### src/rtl/seq_detect_ctrl.sv
// -----------------------------------------------------------------------------
// seq_detect_ctrl
//
// Programmable serial-pattern detection controller. A loadable configuration
// (pattern, length, overlap mode) is held in registers. A start request arms a
// run over a fixed number of accepted din bits. Every occurrence of the pattern
// produces a registered one-cycle match pulse and bumps a saturating match
// counter. A normal end of frame gives a one-cycle done pulse.
//
// Ports
//   clk          : clock, all state changes on its rising edge
//   clr_n        : asynchronous active-low reset
//   cfg_we       : load cfg_pattern/cfg_len/cfg_overlap (IDLE only)
//   cfg_pattern  : pattern, first-received bit at cfg_pattern[cfg_len-1]
//   cfg_len      : pattern length, legal 1..PAT_MAX
//   cfg_overlap  : 1 = overlapping matches, 0 = flush history after a match
//   start        : request a run of frame_bits accepted bits
//   frame_bits   : frame length, sampled with start
//   abort        : terminate a run immediately (no done pulse)
//   din          : serial data bit
//   din_valid    : din is accepted on this edge while running
//   busy         : high while running
//   match        : one-cycle pulse per detected pattern
//   match_count  : matches in the current or last run (saturating)
//   sat          : sticky, set when an increment was attempted at the maximum
//   done         : one-cycle pulse at normal frame completion
//   err          : one-cycle pulse when start is rejected
// -----------------------------------------------------------------------------
module seq_detect_ctrl #(
  parameter  int PAT_MAX = 8,
  parameter  int CNT_W   = 8,
  parameter  int LEN_W   = 16,
  localparam int LW      = $clog2(PAT_MAX) + 1
) (
  input  logic               clk,
  input  logic               clr_n,
  input  logic               cfg_we,
  input  logic [PAT_MAX-1:0] cfg_pattern,
  input  logic [LW-1:0]      cfg_len,
  input  logic               cfg_overlap,
  input  logic               start,
  input  logic [LEN_W-1:0]   frame_bits,
  input  logic               abort,
  input  logic               din,
  input  logic               din_valid,
  output logic               busy,
  output logic               match,
  output logic [CNT_W-1:0]   match_count,
  output logic               sat,
  output logic               done,
  output logic               err
);

  typedef enum logic [1:0] {
    IDLE = 2'd0,
    RUN  = 2'd1,
    DONE = 2'd2
  } state_t;

  state_t state, state_next;

  // Configuration registers
  logic [PAT_MAX-1:0] pat_q;
  logic [LW-1:0]      len_q;
  logic               overlap_q;

  // Run datapath
  logic [PAT_MAX-1:0] hist;
  logic [LW-1:0]      fill;
  logic [LEN_W-1:0]   bit_cnt;
  logic [LEN_W-1:0]   frame_q;

  // Combinational helpers
  logic [LW-1:0]      len_eff;
  logic               start_ok;
  logic               start_bad;
  logic               accept;
  logic [PAT_MAX-1:0] hist_next;
  logic [LW-1:0]      fill_next;
  logic [LEN_W-1:0]   bit_cnt_next;
  logic [PAT_MAX-1:0] mask;
  logic               hit;
  logic               last;

  localparam logic [CNT_W-1:0] CNT_MAX = {CNT_W{1'b1}};

  // A start that coincides with a config load is validated against the
  // incoming length, since the load takes effect first.
  assign len_eff   = cfg_we ? cfg_len : len_q;
  assign start_ok  = (state == IDLE) && start && (len_eff != '0) &&
                     (len_eff <= LW'(PAT_MAX)) && (frame_bits != '0);
  assign start_bad = (state == IDLE) && start && !start_ok;

  // Abort wins over a simultaneous bit: that bit is simply never accepted.
  assign accept    = (state == RUN) && din_valid && !abort;

  assign hist_next    = {hist[PAT_MAX-2:0], din};
  assign fill_next    = (fill == LW'(PAT_MAX)) ? fill : fill + LW'(1);
  assign bit_cnt_next = bit_cnt + LEN_W'(1);
  assign last         = (bit_cnt_next == frame_q);

  // NOTE: every variable assigned in always_comb gets a default first, so no
  // path leaves it unassigned and no latch is inferred.
  always_comb begin
    mask = '0;
    for (int i = 0; i < PAT_MAX; i++) begin
      mask[i] = (i < int'(len_q));
    end
  end

  // Match is judged on the post-shift history, so the completing bit itself
  // is part of the compared window.
  assign hit = (fill_next >= len_q) && ((hist_next & mask) == (pat_q & mask));

  // ---------------------------------------------------------------------------
  // FSM: state register
  // ---------------------------------------------------------------------------
  // NOTE: sequential state uses non-blocking assignments so every register
  // samples pre-edge values regardless of process ordering.
  always_ff @(posedge clk or negedge clr_n) begin
    if (!clr_n) begin
      state <= IDLE;
    end else begin
      state <= state_next;
    end
  end

  // ---------------------------------------------------------------------------
  // FSM: next-state logic
  // ---------------------------------------------------------------------------
  always_comb begin
    state_next = state;
    unique case (state)
      IDLE: if (start_ok) state_next = RUN;
      RUN: begin
        if (abort)               state_next = IDLE;
        else if (accept && last) state_next = DONE;
      end
      DONE:    state_next = IDLE;
      default: state_next = IDLE;
    endcase
  end

  // ---------------------------------------------------------------------------
  // FSM: outputs decoded from state
  // ---------------------------------------------------------------------------
  always_comb begin
    busy = (state == RUN);
  end

  // ---------------------------------------------------------------------------
  // Configuration registers
  // ---------------------------------------------------------------------------
  always_ff @(posedge clk or negedge clr_n) begin
    if (!clr_n) begin
      pat_q     <= PAT_MAX'(4'b1101);
      len_q     <= LW'(4);
      overlap_q <= 1'b1;
    end else if ((state == IDLE) && cfg_we) begin
      pat_q     <= cfg_pattern;
      len_q     <= cfg_len;
      overlap_q <= cfg_overlap;
    end
  end

  // ---------------------------------------------------------------------------
  // Run datapath and registered pulses
  // ---------------------------------------------------------------------------
  always_ff @(posedge clk or negedge clr_n) begin
    if (!clr_n) begin
      hist        <= '0;
      fill        <= '0;
      bit_cnt     <= '0;
      frame_q     <= '0;
      match_count <= '0;
      sat         <= 1'b0;
      match       <= 1'b0;
      done        <= 1'b0;
      err         <= 1'b0;
    end else begin
      match <= accept && hit;
      done  <= accept && last;
      err   <= start_bad;

      if (start_ok) begin
        hist        <= '0;
        fill        <= '0;
        bit_cnt     <= '0;
        frame_q     <= frame_bits;
        match_count <= '0;
        sat         <= 1'b0;
      end else if (accept) begin
        hist    <= hist_next;
        bit_cnt <= bit_cnt_next;
        if (hit) begin
          // Non-overlapping mode forgets history so the next match needs a
          // fresh, complete pattern.
          fill <= overlap_q ? fill_next : '0;
          if (match_count == CNT_MAX) begin
            sat <= 1'b1;
          end else begin
            match_count <= match_count + CNT_W'(1);
          end
        end else begin
          fill <= fill_next;
        end
      end
    end
  end

endmodule

### config.mk
export PLATFORM = sky130hd
export DESIGN_NAME = seq_detect_ctrl
export DESIGN_NICKNAME = d
export VERILOG_FILES = /design/src/rtl/seq_detect_ctrl.sv
export SDC_FILE = /design/constraint.sdc
export NUM_CORES = 1
export LEC_CHECK = 0
export CAP_MARGIN = 20
export CORE_AREA = 2 2 115 145
export DETAILED_ROUTE_END_ITERATION = 8
export DIE_AREA = 0 0 117 147
export SLEW_MARGIN = 40
export SYNTH_ARGS = -nofsm -noshare
export SYNTH_HDL_FRONTEND = slang
export SYNTH_SLANG_ARGS = --single-unit
### constraint.sdc
create_clock -name clk -period 4.6 [get_ports clk]
set_input_delay 0.46 -clock clk [delete_from_list [all_inputs] [get_ports clk]]
set_output_delay 0.46 -clock clk [all_outputs]
set_load 0.02 [all_outputs]
### Word level (Yosys, flattened, before mapping)

Index checks and enable logic that the tools add are counted.

* logic and storage cells: 80
* output and inout bits: 13
* register bits after elaboration: 70

* order comparisons: 10
* bitwise gates (word level): 2
* reductions and logical operators: 22
* muxes and demuxes: 22
* equal/unequal tests: 8
* add/subtract/negate cells: 3

Operators by type and width (number)
* $mux W16: 2
* $mux W8: 4
* $mux W4: 6
* $add A16 B1 Y16 const B: 1
* $and A8 B8 Y8: 2
* $eq A16 B16 Y1: 1
* $lt A3 B4 Y1 const A: 4
* $reduce_bool A16 Y1: 1
* $mux W7: 2
* $logic_and A1 B1 Y1: 11
* $add A8 B1 Y8 const B: 1
* $eq A8 B8 Y1: 1
* $eq A8 B8 Y1 const B: 1
* $lt A1 B4 Y1 const A: 2
* $lt A2 B4 Y1 const A: 2
* $mux W2: 3
* $reduce_and A3 Y1: 2
* $reduce_bool A2 Y1: 3
* $add A4 B1 Y4 const B: 1
* $eq A4 B4 Y1 const B: 1
* $ge A4 B4 Y1: 1
* $le A4 B4 Y1 const B: 1
* $mux W1: 4
* $ne A2 B2 Y1 const B: 2
* other kinds (7): 8

### Logic depth before layout (Yosys ltp)

Gate-level depths: netlist (run 1).

* word-level depth: 7
* depth in mapped cells: 12
* mapped depth without buffers: 12

### Worst setup path before layout (run 1)

Ideal clock, no wire load.

* path kind: register to register
* from: register fill[0]
* to: register match_count[4]
* data required time: 4.480 ns
* buffers on the path: 0
* data arrival time: 2.367 ns
* cell stages (with the launch flop): 13
* setup slack: 2.112 ns
* path through: dfrtp_1 > inv_1 > ha_1 > nand2_1 > nor2_1 > xnor2_1 > ha_1 > nand2b_1 > a21oi_1 > o21ai_0 > nand3_1 > or4_1 > o211a_1

* longest elaborated chain between the ends: 6

Ends and longest elaborated chain
* start: declaration: RTL line 69 `logic [LW-1:0] fill;`
* start signal: assignment: RTL line 198 `fill <= overlap_q ? fill_next : '0;`
* start signal: assignment: RTL line 205 `fill <= fill_next;`
* $add A4 B1 Y4 / $eq A4 B4 Y1 (equally long branches): RTL line 98 `assign fill_next = (fill == LW'(PAT_MAX)) ? fill : fill + LW'(1);`
* $mux W4 *: RTL line 98
* $ge A4 B4 Y1 *: RTL line 113 `assign hit = (fill_next >= len_q) && ((hist_next & mask) == (pat_q & mask));`
* $logic_and A1 B1 Y1 *: RTL line 113
* $reduce_bool A2 Y1 (no source line) *
* $reduce_and A3 Y1 (no source line) *
* end signal: assignment: RTL line 202 `match_count <= match_count + CNT_W'(1);`
* end: declaration: RTL line 48 `output logic [CNT_W-1:0] match_count,`

Mark *: on every way between the ends. The rest lies on a longest branch, timed or not.
A chain may end at the register's enable or synchronous reset.

### Worst setup path after layout (run 1)

* from: register bit_cnt[4]
* to: register state[0]

* longest elaborated chain between the ends: 5

Ends and longest elaborated chain
* start: declaration: RTL line 70 `logic [LEN_W-1:0] bit_cnt;`
* start signal: assignment: RTL line 194 `bit_cnt <= bit_cnt_next;`
* $add A16 B1 Y16: RTL line 99 `assign bit_cnt_next = bit_cnt + LEN_W'(1);`
* $eq A16 B16 Y1: RTL line 100 `assign last = (bit_cnt_next == frame_q);`
* $logic_and A1 B1 Y1: RTL line 137 `else if (accept && last) state_next = DONE;`
* $ne A3 B2 Y1 (no source line)
* $reduce_and A2 Y1 (no source line)
* end signal: assignment: RTL line 124 `state <= state_next;`
* end: declaration: RTL line 60 `state_t state, state_next;`

No other way between the ends.

==> out/results.tsv, run 1 <==
stage	metric	value	unit
status	status	completed	
worst_setup_path	Critical Path Start	bit_cnt[4]	
worst_setup_path	R2R Setup Slk	1.50	ns
worst_setup_path	reg2reg path depth	6	
clock_tree	clk sinks	70	
die	row cnt	52	
pwr	post-route total power	2250	uW
detailed_routing	DR DRC count	0	
clock_tree	CTS tree	done	
place	Area after DPL	4610	sq um
logic_synthesis	synth cell count leaders	nand2_1 (75), dfrtp_1 (65), o21ai_1 (27)	
global_routing	first-pass GRT wire length	16400	microns
logic_synthesis	post-synthesis cell area	3870	sq um
logic_synthesis	number of synthesized flops with an enable pin	0	
timing	Slew headroom	46.2	%
logic_synthesis	top cells by area, synth	dfrtp_1 (42%), nand2_1 (7.3%), o21ai_1 (3.5%)	
worst_setup_path	Required @ worst endpoint	4.80	ns
timing	Max Slew Vio Count	0	
global_routing	vias in the first global route	3246	
logic_synthesis	post-synth top area share	42.0	%
clock_tree	worst skew pair latency	0.34	ns
timing	RSZ-0062 raised after global routing	false	
timing	Hold Vio Cnt, Final	0	
detailed_routing	drt total wl	10100	microns
logic_synthesis	Gate Count Post-Synth	419	
logic_synthesis	Syn Nets	463	
cells_and_area	fill cell count	1651	
die	Die X	117	microns
detailed_routing	1st-iter DRT viols	162	
die	Ports	49	
hold_path	worst hold path type	in -> async	
worst_setup_path	Critical Path AT	3.29	ns
detailed_routing	via-per-instance ratio	4.91	
logic_synthesis	Synth Warn #	0	
worst_setup_path	reg-to-reg startpoint	bit_cnt[4]	
logic_synthesis	prevailing post-synth register cell	dfrtp_1	
detailed_routing	Post-DRT Antenna Nets	0	
cells_and_area	Final Util	31.0	%
pwr	worst vdd ir	161	uV
cells_and_area	fraction of layout cells with a size suffix above 1	7.51	%
clock_tree	number of H-tree levels	3	
detailed_routing	met3 WL post-DR	585	microns
timing	Fin Setup TNS	0	ns
cells_and_area	Diodes inserted	0	
cells_and_area	Area Overhead vs Synth	27.5	%
cells_and_area	layout net count	505	
clock_tree	root buffer cell	clkbuf_16	
place	Port Buffer Count	48	
die	Die Ht	147	microns
timing	post-route minimum period	3.10	ns
logic_synthesis	flops & latches, synth	70	
detailed_routing	WL met1	4490	microns
timing	fmax	0.323	GHz
die	effective utilization at floorplan	24.3	%
detailed_routing	met2 routed WL	4710	microns
logic_synthesis	area leader, netlist	dfrtp_1	
worst_setup_path	CP Class	reg -> reg	
clock_tree	cts hold-fix bufs	0	
global_routing	antenna violations before repair	0	
worst_setup_path	CP Launch Type	register	
logic_synthesis	ys async rst share	100	%
detailed_routing	drt wl/cell	14.8	microns
logic_synthesis	synth unique cells	52	
clock_tree	Clock transition at path regs	0.06	ns
detailed_routing	drt first pass iters	5	
timing	period utilization	67.4	%
place	global placer's final weighted congestion	0.848	
timing	Final setup viols	0	
flow_run	max-cap viol count	0	
global_routing	all-layer global routing usage	12.1	%
logic_synthesis	Mean Syn Cell Area	9.25	sq um
worst_setup_path	Crit Reg-Reg Endpoint	state[0]	
cells_and_area	Post-Layout Inst Area	4940	sq um
global_routing	largest net degree at the start of global routing	71	
die	core area	15900	sq um
place	hpwl dp	7280	microns
logic_synthesis	most common cell in the synthesized netlist	nand2_1	
timing	Worst-Margin Slew	0.799	ns
worst_setup_path	highest net fanout along the worst path	13	
pwr	Leakage	0.00204	uW
clock_tree	Post-CTS Resized	0	
clock_tree	clk buf depth	2	
timing	worst clock skew	0.0104	ns
timing	hold_ws	0.237	ns
global_routing	grt ovf	0	
detailed_routing	Top Layer Used	met4	
logic_synthesis	register area share after synthesis	45.4	%
clock_tree	Post-CTS Setup Inserts	0	
worst_setup_path	critical path capture point type	register	
detailed_routing	Vias	3347	
pwr	pwr dens	455	nW/um^2
die	Die Area	17200	sq um
clock_tree	TritonCTS buffer count	9	
## layout make-up
| class | count | area, sq um | share of cell area (%) |
|---|---|---|---|
| clock buffer | 12 | 256 | 5.19 |
| tap | 216 | 270 | 5.47 |
| inverter | 14 | 52.6 | 1.06 |
| clock inverter | 4 | 77.6 | 1.57 |
| sequential | 70 | 1760 | 35.6 |
| multi-input combinational | 313 | 2010 | 40.7 |
| timing repair buffer | 53 | 517 | 10.5 |
## layer usage
metal	vias up	global-route usage, %
met3	20	3.51
met1	1637	15.9
met4	0	5.29
met5	-	0
li1	1598	-
met2	92	18.5
## logic make-up (layout without fill, tap and decap cells)
| group | after synthesis | count (layout) | synth area share, % |
|---|---|---|---|
| compound gates | 91 | 91 | 16.3 |
| xor+xnor | 29 | 29 | 6.55 |
| fa+ha+maj | 8 | 8 | 2.58 |
| buf+inv | 36 | 83 | 3.55 |
| flops | 70 | 70 | 45.4 |
| mux | 15 | 15 | 4.20 |
| simple gates | 170 | 170 | 21.4 |
## worst max-delay path by stage
stage | to | slack (ns) | cells after the start
floorplan | match_count[4] | 2.11 | 12
global route | state[0] | 1.33 | 6
detailed placement | bit_cnt[7] | 1.48 | 8
CTS | state[0] | 1.51 | 6
global placement | bit_cnt[7] | 1.47 | 8
finish | state[0] | 1.50 | 6
## critical path, cell delays in order, from the launching register on
cell and delay (ns):
dfrtp_1 0.58, nand3_1 0.41, nor3_1 0.64, o221a_2 0.32
nand4_1 0.14, nor4_1 0.74, o41ai_1 0.12
## power by group
part / switching [uW] / internal [uW] / total, uW / leakage (uW)
sequential: 130 / 748 / 878 / 0.000913
combinational: 328 / 264 / 592 / 0.000959
clock: 271 / 507 / 778 / 0.000163
total: 728 / 1520 / 2250 / 0.00204
## cells in the final DEF (no fill, tap or decap), types with 4 or more instances in the layout
cell | Yosys | final
o31ai_1 | 10 | 10
a21oi_1 | 10 | 10
nand4_1 | 14 | 14
inv_1 | 12 | 12
mux2_1 | 10 | 10
a22o_1 | 9 | 9
clkdlybuf4s50_1 | 0 | 47
ha_1 | 8 | 8
xor2_1 | 14 | 14
dfstp_2 | 5 | 5
nor3_1 | 10 | 9
or4_1 | 5 | 5
nor4_1 | 10 | 10
mux2i_1 | 5 | 5
buf_4 | 0 | 4
nor2_1 | 23 | 23
clkbuf_16 | 0 | 9
and2_1 | 4 | 4
xnor2_1 | 15 | 15
a31oi_1 | 5 | 5
nand2_1 | 75 | 75
o21ai_1 | 27 | 27
nand3_1 | 11 | 11
dfrtp_1 | 65 | 65
## registers in the layout, summed over array words and instances (netlist names), 2 cells and up
signal       flops
hist             7
len_q            4
state            2
match_count      8
bit_cnt         16
fill             4
pat_q            8
frame_q         16
## per-stage QoR
step | cells | setup slack (ns)
3_3_place_gp | 666 | 1.47
3_5_place_dp | 666 | 1.48
4_1_cts | 682 | 1.51
2_1_floorplan | 419 | 2.11
6_report | 682 | 1.50
5_1_grt | 682 | 1.33
No activity file was read; power rests on OpenSTA's default activity.
==> run 2: changes to the inputs <==
==> constraint.sdc (replaced) <==
create_clock -name clk -period 2.7 [get_ports clk]
set_input_delay 0.27 -clock clk [delete_from_list [all_inputs] [get_ports clk]]
set_output_delay 0.27 -clock clk [all_outputs]
set_load 0.02 [all_outputs]
==> run 2 against run 1 <==
Compared with the run above:
- cell area grew 3.1%
- non-clock buffer count grew 21
- clock power rose by 67%
- critical path depth increased by 1
- sequential share of layout area is 1.1 points lower
- flip-flop and latch count is the same
- combinational power is 84% higher
- via count up 0.87%
- power up 73%
- critical endpoint is now match_count[5]
==> out/results.tsv, run 2 (same netlist as run 1, synthesis figures left out) <==
stage	metric	value	unit	change
global_routing	all-layer global routing usage	12.8	%	+0.67 points
pwr	register share of total power	38.3	%	-0.7 points
cells_and_area	commonest non-fill, non-tap cell in the layout	nand2_1		
clock_tree	CTS tree	done		
place	worst slack, placed	-0.0104	ns	-1.49 ns
cells_and_area	fill cell count	1637		-0.85%
cells_and_area	fraction of layout cells with a size suffix above 1	11.1	%	+3.6 points
die	effective utilization at floorplan	24.3	%	unchanged
clock_tree	clk sinks	70		unchanged
pwr	Comb pwr share	28.1	%	+1.8 points
clock_tree	root buffer cell	clkbuf_16		
global_routing	vias in the first global route	3407		+5.0%
clock_tree	TritonCTS buffer count	9		unchanged
cells_and_area	largest registers	bit_cnt: 16 flops, frame_q: 16 flops		
pwr	switch share	32.0	%	-0.37 points
die	Die Ht	147	microns	unchanged
hold_path	worst hold path type	in -> reg		
die	Die X	117	microns	unchanged
global_routing	first-pass GRT wire length	17000	microns	+3.9%
worst_setup_path	CP dominant cell by count	a21oi_1		
clock_tree	Clock transition at path regs	0.06	ns	about the same
pwr	P_int	2640	uW	+74%
hold_path	Hold Path Stages	3		
detailed_routing	1st-iter DRT viols	164		+1.2%
worst_setup_path	highest net fanout along the worst path	12		-1
timing	Slew headroom	57.5	%	+11 points
worst_setup_path	Required @ worst endpoint	2.97	ns	-1.83 ns
timing	fmax	0.386	GHz	+20%
pwr	pwr dens	762	nW/um^2	+67%
cells_and_area	Multi-input gate area	2000	sq um	-0.44%
worst_setup_path	Critical Path AT	2.86	ns	-0.43 ns
pwr	post-route total power	3880	uW	+73%
timing	Hold Vio Cnt, Final	0		unchanged
pwr	worst vdd ir	362	uV	+130%
flow_run	max-cap viol count	0		unchanged
die	row cnt	52		unchanged
detailed_routing	via-per-instance ratio	4.80		-2.1%
die	Die Area	17200	sq um	unchanged
worst_setup_path	R2R Setup Slk	0.11	ns	-1.39 ns
worst_setup_path	reg2reg path depth	7		+1
cells_and_area	highest-count cells in the layout ignoring fill and taps	nand2_1 (75), dfrtp_1 (65), clkdlybuf4s50_1 (47)		
place	Area after DPL	4740	sq um	+2.9%
hold_path	Hold Startpoint	cfg_len[2]		
status	status	completed		
cells_and_area	Diodes inserted	0		unchanged
clock_tree	worst skew pair latency	0.34	ns	about the same
die	core area	15900	sq um	unchanged
timing	post-route minimum period	2.59	ns	-0.507 ns
timing	final worst setup slack	0.107	ns	-1.39 ns
clock_tree	clk buf depth	2		unchanged
worst_setup_path	Worst Path Buf+Inv	1		+1
place	Port Buffer Count	48		unchanged
timing	period utilization	96.0	%	+29 points
cells_and_area	Reg area	1760	sq um	unchanged
cells_and_area	Post-Layout Inst Area	5090	sq um	+3.1%
detailed_routing	drt total wl	10300	microns	+2.5%
worst_setup_path	CP Launch Type	register		
worst_setup_path	Cell Chain, Critical Path	or4b_4, a2111oi_4, a21oi_1, a2bb2oi_1, buf_4, or4_1, a21oi_1		
detailed_routing	DR DRC count	0		unchanged
timing	Worst-Margin Slew	0.638	ns	-0.161 ns
worst_setup_path	slowest CP cell	dfstp_2		
worst_setup_path	reg-to-reg startpoint	len_q[2]		
worst_setup_path	Crit Reg-Reg Endpoint	match_count[5]		
global_routing	largest net degree at the start of global routing	28		-61%
detailed_routing	drt first pass iters	4		-1
global_routing	antenna violations before repair	0		unchanged
worst_setup_path	Critical Path Max Stage Delay	0.56	ns	-0.18 ns
place	hpwl dp	7700	microns	+5.8%
place	global placer's final weighted congestion	0.871		+2.7%
timing	worst clock skew	0.00990	ns	-0.000461 ns
die	Ports	49		unchanged
detailed_routing	Vias	3376		+0.87%
detailed_routing	Post-DRT Antenna Nets	0		unchanged
worst_setup_path	CP Class	reg -> reg		
pwr	clock power share	33.6	%	-1.0 points
worst_setup_path	delay-heaviest family, CP	simple AND/OR/NAND/NOR gates		
global_routing	grt ovf	0		unchanged
timing	Final setup viols	0		unchanged
pwr	NetSw	1240	uW	+71%
detailed_routing	drt wl/cell	14.7	microns	-0.52%
clock_tree	number of H-tree levels	3		unchanged
pwr	Leakage	0.00213	uW	+4.8%
hold_path	Hold EP	len_q[2]		
worst_setup_path	critical path capture point type	register		
cells_and_area	layout net count	526		+4.2%
timing	hold_ws	0.472	ns	+0.235 ns
cells_and_area	Area Overhead vs Synth	31.5	%	
timing	Max Slew Vio Count	0		unchanged
[run 2: power groups by stage]
stage	combinational (uW)	clock (uW)	sequential (uW)
floorplan	732	0	1440
global placement	1040	0	1490
detailed placement	1060	0	1500
CTS	1080	1330	1490
global route	1230	1390	1520
finish	1090	1300	1490
[run 2: how the worst max path moves through the flow]
stage	from	to	slack, ns	cells past startpoint
after CTS	fill[0]	match_count[4]	0.008	12
final	len_q[2]	match_count[5]	0.11	7
after floorplan	fill[0]	match_count[4]	0.21	12
after detailed placement	fill[0]	match_count[3]	-0.01	12
after global placement	fill[0]	match_count[3]	0.07	12
after global routing	fill[0]	match_count[3]	-0.002	13
[run 2: per-stage QoR]
stage                     std cells  util, %  TNS [ns]
after floorplan                 419        -         0
after detailed placement        684     29.7   -0.0104
after CTS                       702     31.9         0
final                           703     32.0         0
after global routing            703     32.0  -0.00229
after global placement          684     29.7         0
[run 2: tightest hold or removal path, cell delays in order]
cell and delay [ns]:
clkdlybuf4s50_1 0.42, nand2_1 0.07, o21ai_1 0.05
[run 2: layout make-up]
class	instances	share of cell area (%)
Sequential cell	70	34.5
Timing Repair Buffer	74	13.5
Clock inverter	3	1.33
Inverter	14	1.03
Multi-Input combinational cell	313	39.3
Clock buffer	13	5.11
Tap cell	216	5.30
[run 2: routing by layer]
metal | part of all wire (%) | vias up | global-route usage [%]
met5 | 0 | - | 0
met4 | 2.4 | 0 | 5.35
met3 | 4.5 | 15 | 3.14
met2 | 49 | 76 | 20.3
met1 | 44 | 1647 | 16.5
li1 | - | 1638 | -
[run 2: what timing repair did]
item,CTS,global route
gates resized for setup,0,2
endpoints found under the setup margin,2,10
hold buffers,1,0
pin swaps,1,0
hold endpoints to repair,23,0
setup buffers,1,1
